==> src/rtl/des_out_collector_if.sv <==
// des_out_collector_if
//   Bundles the collector's data-path signals.
//   Core side:    in_valid, core_out.
//   Display side: rd_next, slice_out, slice_idx, slice_valid,
//                 fifo_count, overflow, parity_out.
//   Modports:
//     master - the board/test side. Drives the inputs and observes the results.
//     slave  - the collector itself.
interface des_out_collector_if #(
    parameter int CW = 3
);
    logic          in_valid;
    logic [63:0]   core_out;
    logic          rd_next;
    logic [15:0]   slice_out;
    logic [1:0]    slice_idx;
    logic          slice_valid;
    logic [CW-1:0] fifo_count;
    logic          overflow;
    logic          parity_out;

    modport master (
        output in_valid, core_out, rd_next,
        input  slice_out, slice_idx, slice_valid, fifo_count, overflow, parity_out
    );

    modport slave (
        input  in_valid, core_out, rd_next,
        output slice_out, slice_idx, slice_valid, fifo_count, overflow, parity_out
    );
endinterface

==> src/rtl/des_out_collector.sv <==
// des_out_collector
//   Reader for the 64-bit result bus of the pipelined 3DES core.
//   - A PIPE_LAT-deep shift register follows in_valid through the core's
//     pipeline. When the delayed strobe appears, core_out is captured.
//   - Captured results go into a DEPTH x 64 circular FIFO.
//   - The head entry is shown 16 bits at a time, MSB slice first.
//     Each rd_next pulse advances to the next slice. The fourth pulse pops
//     the head entry.
// Ports:
//   clk   - system clock. All logic is rising-edge.
//   reset - asynchronous active-low reset.
//   bus   - des_out_collector_if.slave (see the interface file).
// Optional feature, DES_OUT_PARITY_EN:
//   Each entry stores the XOR-reduction of its 64 bits.
//   parity_out then shows the stored bit of the head entry while a slice is
//   valid. When the macro is not defined, parity_out is tied to 0.
module des_out_collector #(
    parameter int PIPE_LAT = 16,
    parameter int DEPTH    = 4,
    parameter int CW       = 3
) (
    input logic                clk,
    input logic                reset,
    des_out_collector_if.slave bus
);
    localparam int AW = $clog2(DEPTH);

    typedef enum logic {IDLE, SHOW} state_t;

    // ---------------- delay line ----------------
    logic [PIPE_LAT-1:0] dly_q, dly_d;
    logic                cap;

    always_comb begin
        dly_d    = dly_q << 1;
        dly_d[0] = bus.in_valid;
    end

    assign cap = dly_q[PIPE_LAT-1];

    // ---------------- FIFO ----------------
    logic [63:0]   mem_q [DEPTH];
    logic [AW-1:0] wr_ptr_q, wr_ptr_d, rd_ptr_q, rd_ptr_d;
    logic [CW-1:0] count_q, count_d;
    logic          overflow_q, overflow_d;
    logic          full, pop, do_push, head_byp;

    state_t        state_q, state_d;
    logic [1:0]    idx_q, idx_d;

    assign full = (count_q == CW'(DEPTH));
    assign pop  = (state_q == SHOW) && bus.rd_next && (idx_q == 2'd3);

    // A push into a full FIFO is allowed only when a pop frees a slot in
    // the same cycle.
    assign do_push = cap && (!full || pop);

    // The next head is the entry being written this cycle. This happens when
    // the FIFO is empty after any pop, so the head must bypass the memory.
    assign head_byp = do_push && (wr_ptr_q == rd_ptr_d);

    always_comb begin
        count_d = count_q;
        if (do_push && !pop)
            count_d = count_q + 1'b1;
        else if (!do_push && pop)
            count_d = count_q - 1'b1;
        wr_ptr_d   = do_push ? wr_ptr_q + 1'b1 : wr_ptr_q;
        rd_ptr_d   = pop ? rd_ptr_q + 1'b1 : rd_ptr_q;
        overflow_d = overflow_q | (cap && full && !pop);
    end

    always_ff @(posedge clk) begin
        if (do_push)
            mem_q[wr_ptr_q] <= bus.core_out;
    end

    always_ff @(posedge clk or negedge reset) begin
        if (!reset) begin
            dly_q      <= '0;
            wr_ptr_q   <= '0;
            rd_ptr_q   <= '0;
            count_q    <= '0;
            overflow_q <= 1'b0;
        end else begin
            dly_q      <= dly_d;
            wr_ptr_q   <= wr_ptr_d;
            rd_ptr_q   <= rd_ptr_d;
            count_q    <= count_d;
            overflow_q <= overflow_d;
        end
    end

    // ---------------- readout FSM ----------------
    logic [63:0] head_nxt;
    logic [15:0] slice_q, slice_d;
    logic        valid_q, valid_d;

    // State register
    always_ff @(posedge clk or negedge reset) begin
        if (!reset) begin
            state_q <= IDLE;
            idx_q   <= 2'd0;
        end else begin
            state_q <= state_d;
            idx_q   <= idx_d;
        end
    end

    // Next state
    always_comb begin
        state_d = state_q;
        idx_d   = idx_q;
        case (state_q)
            IDLE: begin
                if (count_q != '0) begin
                    state_d = SHOW;
                    idx_d   = 2'd0;
                end
            end
            SHOW: begin
                if (bus.rd_next) begin
                    if (idx_q != 2'd3) begin
                        idx_d = idx_q + 2'd1;
                    end else begin
                        idx_d   = 2'd0;
                        // count_d already reflects the pop and any push
                        // in this cycle.
                        state_d = (count_d != '0) ? SHOW : IDLE;
                    end
                end
            end
            default: begin
                state_d = IDLE;
                idx_d   = 2'd0;
            end
        endcase
    end

    // Outputs are computed from next-state values so that they come
    // straight out of flops.
    always_comb begin
        head_nxt = head_byp ? bus.core_out : mem_q[rd_ptr_d];
        valid_d  = (state_d == SHOW);
        slice_d  = 16'h0;
        if (valid_d) begin
            case (idx_d)
                2'd0:    slice_d = head_nxt[63:48];
                2'd1:    slice_d = head_nxt[47:32];
                2'd2:    slice_d = head_nxt[31:16];
                default: slice_d = head_nxt[15:0];
            endcase
        end
    end

    always_ff @(posedge clk or negedge reset) begin
        if (!reset) begin
            slice_q <= 16'h0;
            valid_q <= 1'b0;
        end else begin
            slice_q <= slice_d;
            valid_q <= valid_d;
        end
    end

    assign bus.slice_out   = slice_q;
    assign bus.slice_idx   = idx_q;
    assign bus.slice_valid = valid_q;
    assign bus.fifo_count  = count_q;
    assign bus.overflow    = overflow_q;

`ifdef DES_OUT_PARITY_EN
    logic [DEPTH-1:0] par_mem_q;
    logic             parity_q, parity_d;

    always_ff @(posedge clk) begin
        if (do_push)
            par_mem_q[wr_ptr_q] <= ^bus.core_out;
    end

    always_comb begin
        parity_d = 1'b0;
        if (valid_d)
            parity_d = head_byp ? ^bus.core_out : par_mem_q[rd_ptr_d];
    end

    always_ff @(posedge clk or negedge reset) begin
        if (!reset)
            parity_q <= 1'b0;
        else
            parity_q <= parity_d;
    end

    assign bus.parity_out = parity_q;
`else
    assign bus.parity_out = 1'b0;
`endif

endmodule

==> src/flat_wrapper.sv <==
// flat-port wrapper written by rule: the top's interface ports become plain ports
module des_out_collector_flat 
#(
    parameter int PIPE_LAT = 16,
    parameter int DEPTH    = 4,
    parameter int CW       = 3
)
  (clk, reset, bus_in_valid, bus_core_out, bus_rd_next, bus_slice_out, bus_slice_idx, bus_slice_valid, bus_fifo_count, bus_overflow, bus_parity_out);
  des_out_collector_if #(.CW(CW)) bus_i ();
  input logic clk;
  input logic reset;
  input wire logic [$bits(bus_i.in_valid)-1:0] bus_in_valid;
  input wire logic [$bits(bus_i.core_out)-1:0] bus_core_out;
  input wire logic [$bits(bus_i.rd_next)-1:0] bus_rd_next;
  output wire logic [$bits(bus_i.slice_out)-1:0] bus_slice_out;
  output wire logic [$bits(bus_i.slice_idx)-1:0] bus_slice_idx;
  output wire logic [$bits(bus_i.slice_valid)-1:0] bus_slice_valid;
  output wire logic [$bits(bus_i.fifo_count)-1:0] bus_fifo_count;
  output wire logic [$bits(bus_i.overflow)-1:0] bus_overflow;
  output wire logic [$bits(bus_i.parity_out)-1:0] bus_parity_out;
  assign bus_i.in_valid = bus_in_valid;
  assign bus_i.core_out = bus_core_out;
  assign bus_i.rd_next = bus_rd_next;
  assign bus_slice_out = bus_i.slice_out;
  assign bus_slice_idx = bus_i.slice_idx;
  assign bus_slice_valid = bus_i.slice_valid;
  assign bus_fifo_count = bus_i.fifo_count;
  assign bus_overflow = bus_i.overflow;
  assign bus_parity_out = bus_i.parity_out;
  des_out_collector #(.PIPE_LAT(PIPE_LAT), .DEPTH(DEPTH), .CW(CW)) u_core (.clk(clk), .reset(reset), .bus(bus_i));
endmodule
==> config.mk <==
export PLATFORM = sky130hd
export DESIGN_NAME = des_out_collector_flat
export DESIGN_NICKNAME = d
export VERILOG_FILES = /design/src/rtl/des_out_collector_if.sv /design/src/rtl/des_out_collector.sv /design/src/flat_wrapper.sv
export SDC_FILE = /design/constraint.sdc
export NUM_CORES = 1
export LEC_CHECK = 0
export ABC_AREA = 1
export CELL_PAD_IN_SITES_DETAIL_PLACEMENT = 0
export CELL_PAD_IN_SITES_GLOBAL_PLACEMENT = 1
export CORE_MARGIN = 3
export CORE_UTILIZATION = 47
export CTS_CLUSTER_SIZE = 25
export DETAILED_ROUTE_END_ITERATION = 10
export GPL_TIMING_DRIVEN = 0
export PLACE_DENSITY = 0.79
export RECOVER_POWER = 50
export SLEW_MARGIN = 20
export SYNTH_ARGS = -nofsm -noshare
export SYNTH_HDL_FRONTEND = slang
export SYNTH_SLANG_ARGS = --single-unit
==> constraint.sdc <==
create_clock -name clk -period 4.87 [get_ports clk]
set_input_delay 0.974 -clock clk [delete_from_list [all_inputs] [get_ports clk]]
set_output_delay 0.974 -clock clk [all_outputs]
set_load 0.1 [all_outputs]
[Word level (Yosys, flattened, before mapping)]
Memory sizes are Yosys's and may differ from the RTL's.
Index checks and enable logic that the tools add are counted.
Storage, ports and cells
  flip-flop bits (word level): 43
  bits in writable memories: 256
  input bits: 68
  output and inout bits: 24
  word-level logic and storage cells: 54
  memories: 1
Operators by class
  $add $sub $neg: 5
  eq/ne operators: 6
  muxes and demuxes: 17
  bitwise logic cells: 2
  reduce and logical (&&, ||, !) cells: 15
Memory list
  u_core.mem_q: words 4, width 64, rd ports 1, clocked after Yosys merged registers in 0, wr ports 1, RTL line des_out_collector.sv:42  | logic [63:0] mem_q [DEPTH];
Operators by type and width (count)
  2-to-1 mux 64 bit: 1
  one-hot mux 16 bit (3 select lines): 1
  2-to-1 mux 16 bit: 1
  logical AND 1 bit: 8
  2-to-1 mux 2 bit: 4
  adder 2 x 1 -> 2 bit (second input constant): 3
  2-to-1 mux 1 bit: 6
  2-to-1 mux 3 bit: 2
  nonzero test 3 bit: 2
  equality test 2 bit (second input constant): 2
  one-hot mux 2 bit (2 select lines): 1
  adder 3 x 1 -> 3 bit (second input constant): 1
  equality test 3 bit (second input constant): 1
  zero test 1 bit: 3
  subtractor 3 x 1 -> 3 bit (second input constant): 1
  equality test 2 x 1 -> 1 bit (second input constant): 1
  equality test 2 bit: 1
  zero test 2 bit: 1
  != test 2 bit (second input constant): 1
  one-hot mux 1 bit (2 select lines): 1
  logical OR 1 bit: 1
  NOT 1 bit: 1
  bitwise OR 1 bit: 1

[Longest topological paths before layout]
Gate-level depths: netlist of the first run.
  depth after elaboration: 14
  depth in mapped cells: 16
  mapped depth without buffers: 15

[Worst setup path after synthesis of the first run]
Ideal clock, no wire load.
  kind: flip-flop to flip-flop
  from: register u_core.count_q[0], in the netlist u_core.bus.fifo_count[0]
  to: memory u_core.mem_q[0][0] (enable)
  arrival time: 4.402 ns
  setup slack: -0.018 ns
  cell stages (with the launch flop): 8
  path buffers: 0
  clock period less this slack: 4.888 ns
  cells stage by stage: dfrtp_1 > inv_1 > ha_1 > nand2_1 > inv_1 > nand2_1 > nand2_2 > nor2_1
On the way
  cells in the longest elaborated chain, start to end: 6
Ends and longest elaborated chain
  start: declaration: RTL line des_out_collector.sv:44  | logic [CW-1:0] count_q, count_d;
  start signal: assignment: RTL line des_out_collector.sv:89  | count_q <= count_d;
  equality test 3 bit: RTL line des_out_collector.sv:51  | assign full = (count_q == CW'(DEPTH));
  zero test 1 bit: RTL line des_out_collector.sv:56  | assign do_push = cap && (!full || pop);
  logical OR 1 bit: RTL line des_out_collector.sv:56
  logical AND 1 bit: RTL line des_out_collector.sv:56
  2-to-1 mux 1 bit: RTL line des_out_collector.sv:74  | if (do_push)
  2-to-1 mux 1 bit (implied by the code): RTL line des_out_collector.sv:75  | mem_q[wr_ptr_q] <= bus.core_out;
  end: declaration: RTL line des_out_collector.sv:42
No other way between the ends.

==> run summary, run 1 <==
Share of layout cells above drive strength 1: 9.37%
Post-synth top cells: nand3_1, nand2_1, edfxtp_1
Buffers and inverters on the worst path: 1
Initial Util: 48.4%
Number of clock sinks: 299
Max IR drop VDD: 0.000351 V
IO Pins: 92
Largest net degree at the start of global routing: 26
Leak: 0.00657 uW
Post-route clock skew: 0.0105 ns
DR iter-0 viols: 1,066
Post_cts resized: 0
Syn Area/Cell: 10.5 sq um
WP data arrival: 2.24 ns
Crit start category: flip-flop
Pre-CTS setup slack: 1.28 ns
P&R area growth vs syn: 21.5%
Share of the synthesized area in the top cell type: 58.2%
CTS buffer count: 31
Hold Buf Count CTS: 0
Number of synthesized flops with an enable pin: 256
Max incr delay on CP: 1.19 ns
CP cell instances: clkdlybuf4s50_1
Synth top area cells: edfxtp_1, nand3_1, nand2_1
Setup Crit Path Kind: reg -> out
Routed wire length per instance: 20.7 microns
Global-route wire length before repair: 57,000 microns
Netlist Area Pre-Place: 13,200 sq um
Worst Path Max Fanout: 6
Max_slew headroom: 15.0%
Initial antenna violation count: 0
Register bit total from synthesis: 299
Post-Route Utilization: 58.8%
Run status: completed
Post-layout net count: 1,471
Vias: 9,821
Synth cell types: 25
Worst Setup End Kind: output port
Async S/R FF share, synth: 14.4%
# Post-CTS Setup Buffers: 0
Top FF cell, synth: edfxtp_1
Clock period minus worst slack: 3.22 ns
Vias/cell: 5.48
CP max stage cell: clkdlybuf4s50_1
Grt ovf: 0
CTS clk-pin slew, worst paths: 0.06 ns
Cell count after placement: 1,734
Skew-Pair Late Insertion Delay: 0.57 ns
Synthesized netlist cell count: 1,260
FP Rows: 60
Ant. Diodes: 0
Routed wire length: 37,200 microns
Period utilization: 66.1%
Kind of cell adding the most delay to the critical path: buffers and inverters
PnR worst setup slack: 1.65 ns
Root buf cell: clkbuf_16
Via count of the first global-routing pass: 9,412
Die area: 30,200 sq um
Die Height: 174 microns
RD Place Congestion: 0.975
Max cap viols: 0
Number of routed nets with antenna violations: 0
Core Box Area: 27,300 sq um
Drt drc: 0
Synth warn: 0
RSZ-0062 raised after global routing: false
Slew Viols, Final: 0
Max clock buf depth: 3
PD cells: 749 nW/um^2
Fmax: 311 MHz
Final hold vios: 0
Total global-route track usage: 24.6%
DPL Wire Length: 26,100 microns
DIE WIDTH: 174 microns
Syn_nets: 1,336
Cell taking the most area after synthesis: edfxtp_1
Worst Tran Pin Value: 1.27 ns
CTS tree: built
Register area share after synthesis: 66.3%
Port Buffers: 90
Hold Path Class: reg -> reg
Fin cells: 1,792
Required @ worst endpoint: 3.90 ns
Final setup vio count: 0
Most common cell in the netlist: nand3_1
Pre-Repair DR Iteration Count: 7
Htree depth: 1
==> stage by stage <==
stage	hold slack, ns	TNS [ns]	cell area (sq um)	power (uW)
2_1_floorplan	0.331	-4.69	13200	7340
3_5_place_dp	0.335	0	14900	9320
3_3_place_gp	0.332	-573.37	14600	9160
6_report	0.346	0	16100	12000
4_1_cts	0.347	0	16100	12000
5_1_grt	0.351	0	16100	12700
==> layout make-up <==
cell class              count  area [sq um]
well taps                 372           465
repair buffers            102          1170
inverters                 105           394
clock inverters            21           363
clock buffers              37           818
flip-flops and latches    299          8760
plain buffers              82           397
multi-input cells         774          3690
fillers                  2371         11300
==> registers in the layout, indices dropped and copies added (netlist names) <==
name,flops
u_core.bus.slice_idx,2
u_core.dly_q,16
u_core.bus.slice_out,16
u_core.mem_q,256
u_core.wr_ptr_q,2
u_core.bus.overflow,1
u_core.rd_ptr_q,2
u_core.state_q,1
u_core.bus.fifo_count,3
==> final timing paths <==
check | slack, ns | to | cells past startpoint | start
worst max-delay path | 1.65 | bus_slice_valid | 1 | u_core.state_q
worst min-delay path | 0.35 | u_core.dly_q[11] | 0 | u_core.dly_q[10]
worst max register to register | 2.01 | u_core.bus.slice_out[9] | 14 | u_core.bus.slice_idx[0]
worst min register to register | 0.35 | u_core.dly_q[11] | 0 | u_core.dly_q[10]
max in group asynchronous | 2.52 | u_core.dly_q[6] | 2 | reset
min in group asynchronous | 0.62 | u_core.dly_q[11] | 1 | reset
==> kinds of logic (layout without fill, tap and decap cells) <==
| logic type | count (synthesis) | in the layout | synth area share (%) |
|---|---|---|---|
| buf+inv | 187 | 347 | 5.98 |
| fa+ha+maj | 8 | 8 | 0.757 |
| compound gates | 22 | 22 | 0.899 |
| flops | 299 | 299 | 66.3 |
| xor+xnor | 3 | 3 | 0.199 |
| other cells | 1 | 1 | 0.0284 |
| simple gates | 740 | 740 | 25.8 |
==> cells in the final DEF (no fill, tap or decap), drive strengths merged <==
master | synthesis | routed
dlygate4sd3 | 0 | 64
clkinvlp | 0 | 2
conb | 1 | 1
clkdlybuf4s50 | 0 | 25
o21bai | 2 | 2
buf | 66 | 77
a31o | 1 | 1
o21ai | 3 | 3
nand3b | 32 | 32
ha | 8 | 8
dfrtp | 43 | 43
edfxtp | 256 | 256
clkbuf | 16 | 55
clkinv | 1 | 9
inv | 104 | 105
bufinv | 0 | 10
xor2 | 3 | 3
nor2 | 13 | 13
nand2 | 320 | 320
nand3 | 375 | 375
a21oi | 16 | 16
==> power by group <==
group / total (uW) / internal (uW) / switching [uW]
sequential: 3530 / 3380 / 149
combinational: 5780 / 1600 / 4180
clock: 2720 / 1720 / 991
==> per-layer routing <==
layer	global-route usage [%]	part of all wire (%)
met5	0	0
met4	5.73	1.9
met3	3.50	7.5
met2	39.3	47
met1	35.9	43
Note: power is estimated with default switching activity, not from simulation.
==> inputs of run 2 (changes only) <==
- clock period: 4.87 -> 3.3 ns (I/O delays scaled with it)
==> run 2 against run 1 <==
  * The flow now finishes with violations (capacitance limit)
  * Sequential power up 48%
  * Die area unchanged
  * Register-to-register slack worse by 1.5 ns
  * Via count is 0.11% lower
  * First-iteration DRC count down 8.1%
  * Critical path type unchanged
  * Largest cell class unchanged
==> run summary, run 2 (synthesis gave the netlist of run 1 again) <==
Run status: finished with violations (was completed)
Failing checks: capacitance limit
Number of clock sinks: 299 (unchanged)
Kind of cell adding the most delay to the critical path: buffers and inverters (unchanged)
Global-route wire length before repair: 55,700 microns (was 57,000 microns)
Vias: 9,810 (was 9,821)
Initial Util: 48.4% (unchanged)
Total Power: 16,900 uW (was 12,000 uW)
Vias/cell: 5.49 (was 5.48)
Final setup vio count: 0 (unchanged)
Total global-route track usage: 23.9% (was 24.6%)
Worst setup startpoint: u_core.state_q (unchanged)
# Post-CTS Setup Buffers: 0 (unchanged)
DR iter-0 viols: 980 (was 1,066)
RSZ-0062 raised after global routing: false (unchanged)
Routed wire length per instance: 20.4 microns (was 20.7 microns)
Post_cts resized: 0 (unchanged)
Max clock buf depth: 3 (unchanged)
CTS clk-pin slew, worst paths: 0.06 ns (about the same)
Comb pwr share: 50.0% (was 48.1%)
Worst Setup End Kind: output port (unchanged)
Max FFs per register: 256 (unchanged)
Post-route clock skew: 0.0144 ns (was 0.0105 ns)
Leak: 0.00646 uW (was 0.00657 uW)
Largest net degree at the start of global routing: 27 (was 26)
Top reg by flops: u_core.mem_q (unchanged)
Grt ovf: 0 (unchanged)
Routed wire length: 36,400 microns (was 37,200 microns)
CTS buffer count: 30 (was 31)
RR Startpoint: u_core.bus.slice_idx[0] (unchanged)
Max incr delay on CP: 1.19 ns (about the same)
Crit start category: flip-flop (unchanged)
Hold Path Class: in -> async (was reg -> reg)
Share of layout cells above drive strength 1: 8.97% (was 9.37%)
Drt drc: 0 (unchanged)
Max cap viols: 1 (was 0)
Max_slew headroom: 0.348% (was 15.0%)
Htree depth: 1 (unchanged)
Pre-Repair DR Iteration Count: 5 (was 7)
PD cells: 1070 nW/um^2 (was 749 nW/um^2)
CP max stage cell: clkdlybuf4s50_1 (unchanged)
Multi-input gate area: 3690 sq um (unchanged)
Number of routed nets with antenna violations: 0 (unchanged)
IO Pins: 92 (unchanged)
Switching part of the total: 45.7% (was 44.3%)
Ant. Diodes: 0 (unchanged)
Die area: 30,200 sq um (unchanged)
Clock period minus worst slack: 2.91 ns
Worst Tran Pin Value: 1.49 ns (was 1.27 ns)
RD Place Congestion: 0.932 (was 0.975)
FILL cells: 2,404 (was 2,371)
Sequential share of power: 30.8% (was 29.4%)
Core Box Area: 27,300 sq um (unchanged)
Post-Route Utilization: 57.8% (was 58.8%)
Switching power of the nets: 7740 uW (was 5320 uW)
Post-layout net count: 1,470 (was 1,471)
Port Buffers: 90 (unchanged)
Initial antenna violation count: 0 (unchanged)
Fmax: 344 MHz
Via count of the first global-routing pass: 9,332 (was 9,412)
FP Rows: 60 (unchanged)
Commonest non-fill, non-tap cell in the layout: nand3_1 (unchanged)
CTS tree: built (unchanged)
Required @ worst endpoint: 2.64 ns (was 3.90 ns)
Most frequent cells in the layout: nand3_1, nand2_1, edfxtp_1 (unchanged)
Die Height: 174 microns (unchanged)
Hold Buf Count CTS: 0 (unchanged)
Setup Crit Path Kind: reg -> out (unchanged)
Period utilization: 88.0%
Skew-Pair Late Insertion Delay: 0.56 ns (was 0.57 ns)
DPL Wire Length: 25,700 microns (was 26,100 microns)
Clock power share: 19.2% (was 22.6%)
P&R area growth vs syn: 19.5% (was 21.5%)
Buffers and inverters on the worst path: 1 (unchanged)
Internal power: 9190 uW (was 6700 uW)
Slew Viols, Final: 0 (unchanged)
Root buf cell: clkbuf_16 (unchanged)
CP cell instances: clkdlybuf4s50_1 (unchanged)
Max IR drop VDD: 0.000542 V (was 0.000351 V)
DIE WIDTH: 174 microns (unchanged)
WP data arrival: 2.25 ns (was 2.24 ns)
Worst Path Max Fanout: 6 (unchanged)
Seq. cell area: 8760 sq um (unchanged)
Final hold vios: 0 (unchanged)
==> run 2: cell count changes in the layout (fill, tap and decap cells not counted), sizes merged <==
cell	previous run	this run
clkinvlp	2	0
clkinv	9	12
clkbuf	55	59
bufinv	10	1
==> run 2: routing by layer <==
metal / vias to the layer above / global-route usage (%) / share of wire [%]
li1: 4588 / - / -
met4: 0 / 7.31 / 3.1
met5: - / 0 / 0
met1: 4744 / 34.7 / 43
met3: 69 / 3.66 / 7.8
met2: 409 / 37.3 / 46
==> run 2: path summary, 6_finish.rpt <==
path,cells past startpoint,slack [ns],to
min in group clk,0,0.34,u_core.dly_q[6]
worst min register to register,0,0.34,u_core.dly_q[6]
worst min-delay path,1,0.23,u_core.dly_q[10]
max in group asynchronous,2,1.18,u_core.dly_q[2]
worst max register to register,15,0.53,u_core.bus.slice_out[7]
worst max-delay path,1,0.39,bus_slice_valid
==> run 2: metrics by stage <==
stage          worst slack [ns]  hold slack [ns]  std cells  setup TNS [ns]  area, sq um
6_report                  0.394            0.226       1788               0        15800
5_1_grt                   0.323            0.312       1788               0        15800
4_1_cts                   0.373           0.0389       1788               0        15800
3_5_place_dp             0.0283            0.336       1734               0        14900
3_3_place_gp              -1.80            0.332       1722         -436.02        14600
2_1_floorplan            -0.536            0.331       1260         -137.16        13200
==> run 2: cell type report <==
type / instances / share of cell area, %
Timing Repair Buffer: 102 / 7.32
Multi-Input combinational cell: 774 / 23.4
Inverter: 105 / 2.49
Clock buffer: 41 / 5.34
Sequential cell: 299 / 55.5
Buffer: 82 / 2.51
Tap cell: 372 / 2.95
Clock inverter: 13 / 0.554
==> run 2: power groups by stage <==
| stage | Clock [uW] | Sequential [uW] | Combinational, uW |
|---|---|---|---|
| after floorplan | 0 | 6280 | 4530 |
| after global routing | 3440 | 5280 | 9270 |
| after detailed placement | 0 | 5280 | 8410 |
| after global placement | 0 | 5340 | 8130 |
| final | 3250 | 5210 | 8470 |
| after CTS | 3300 | 5210 | 8440 |
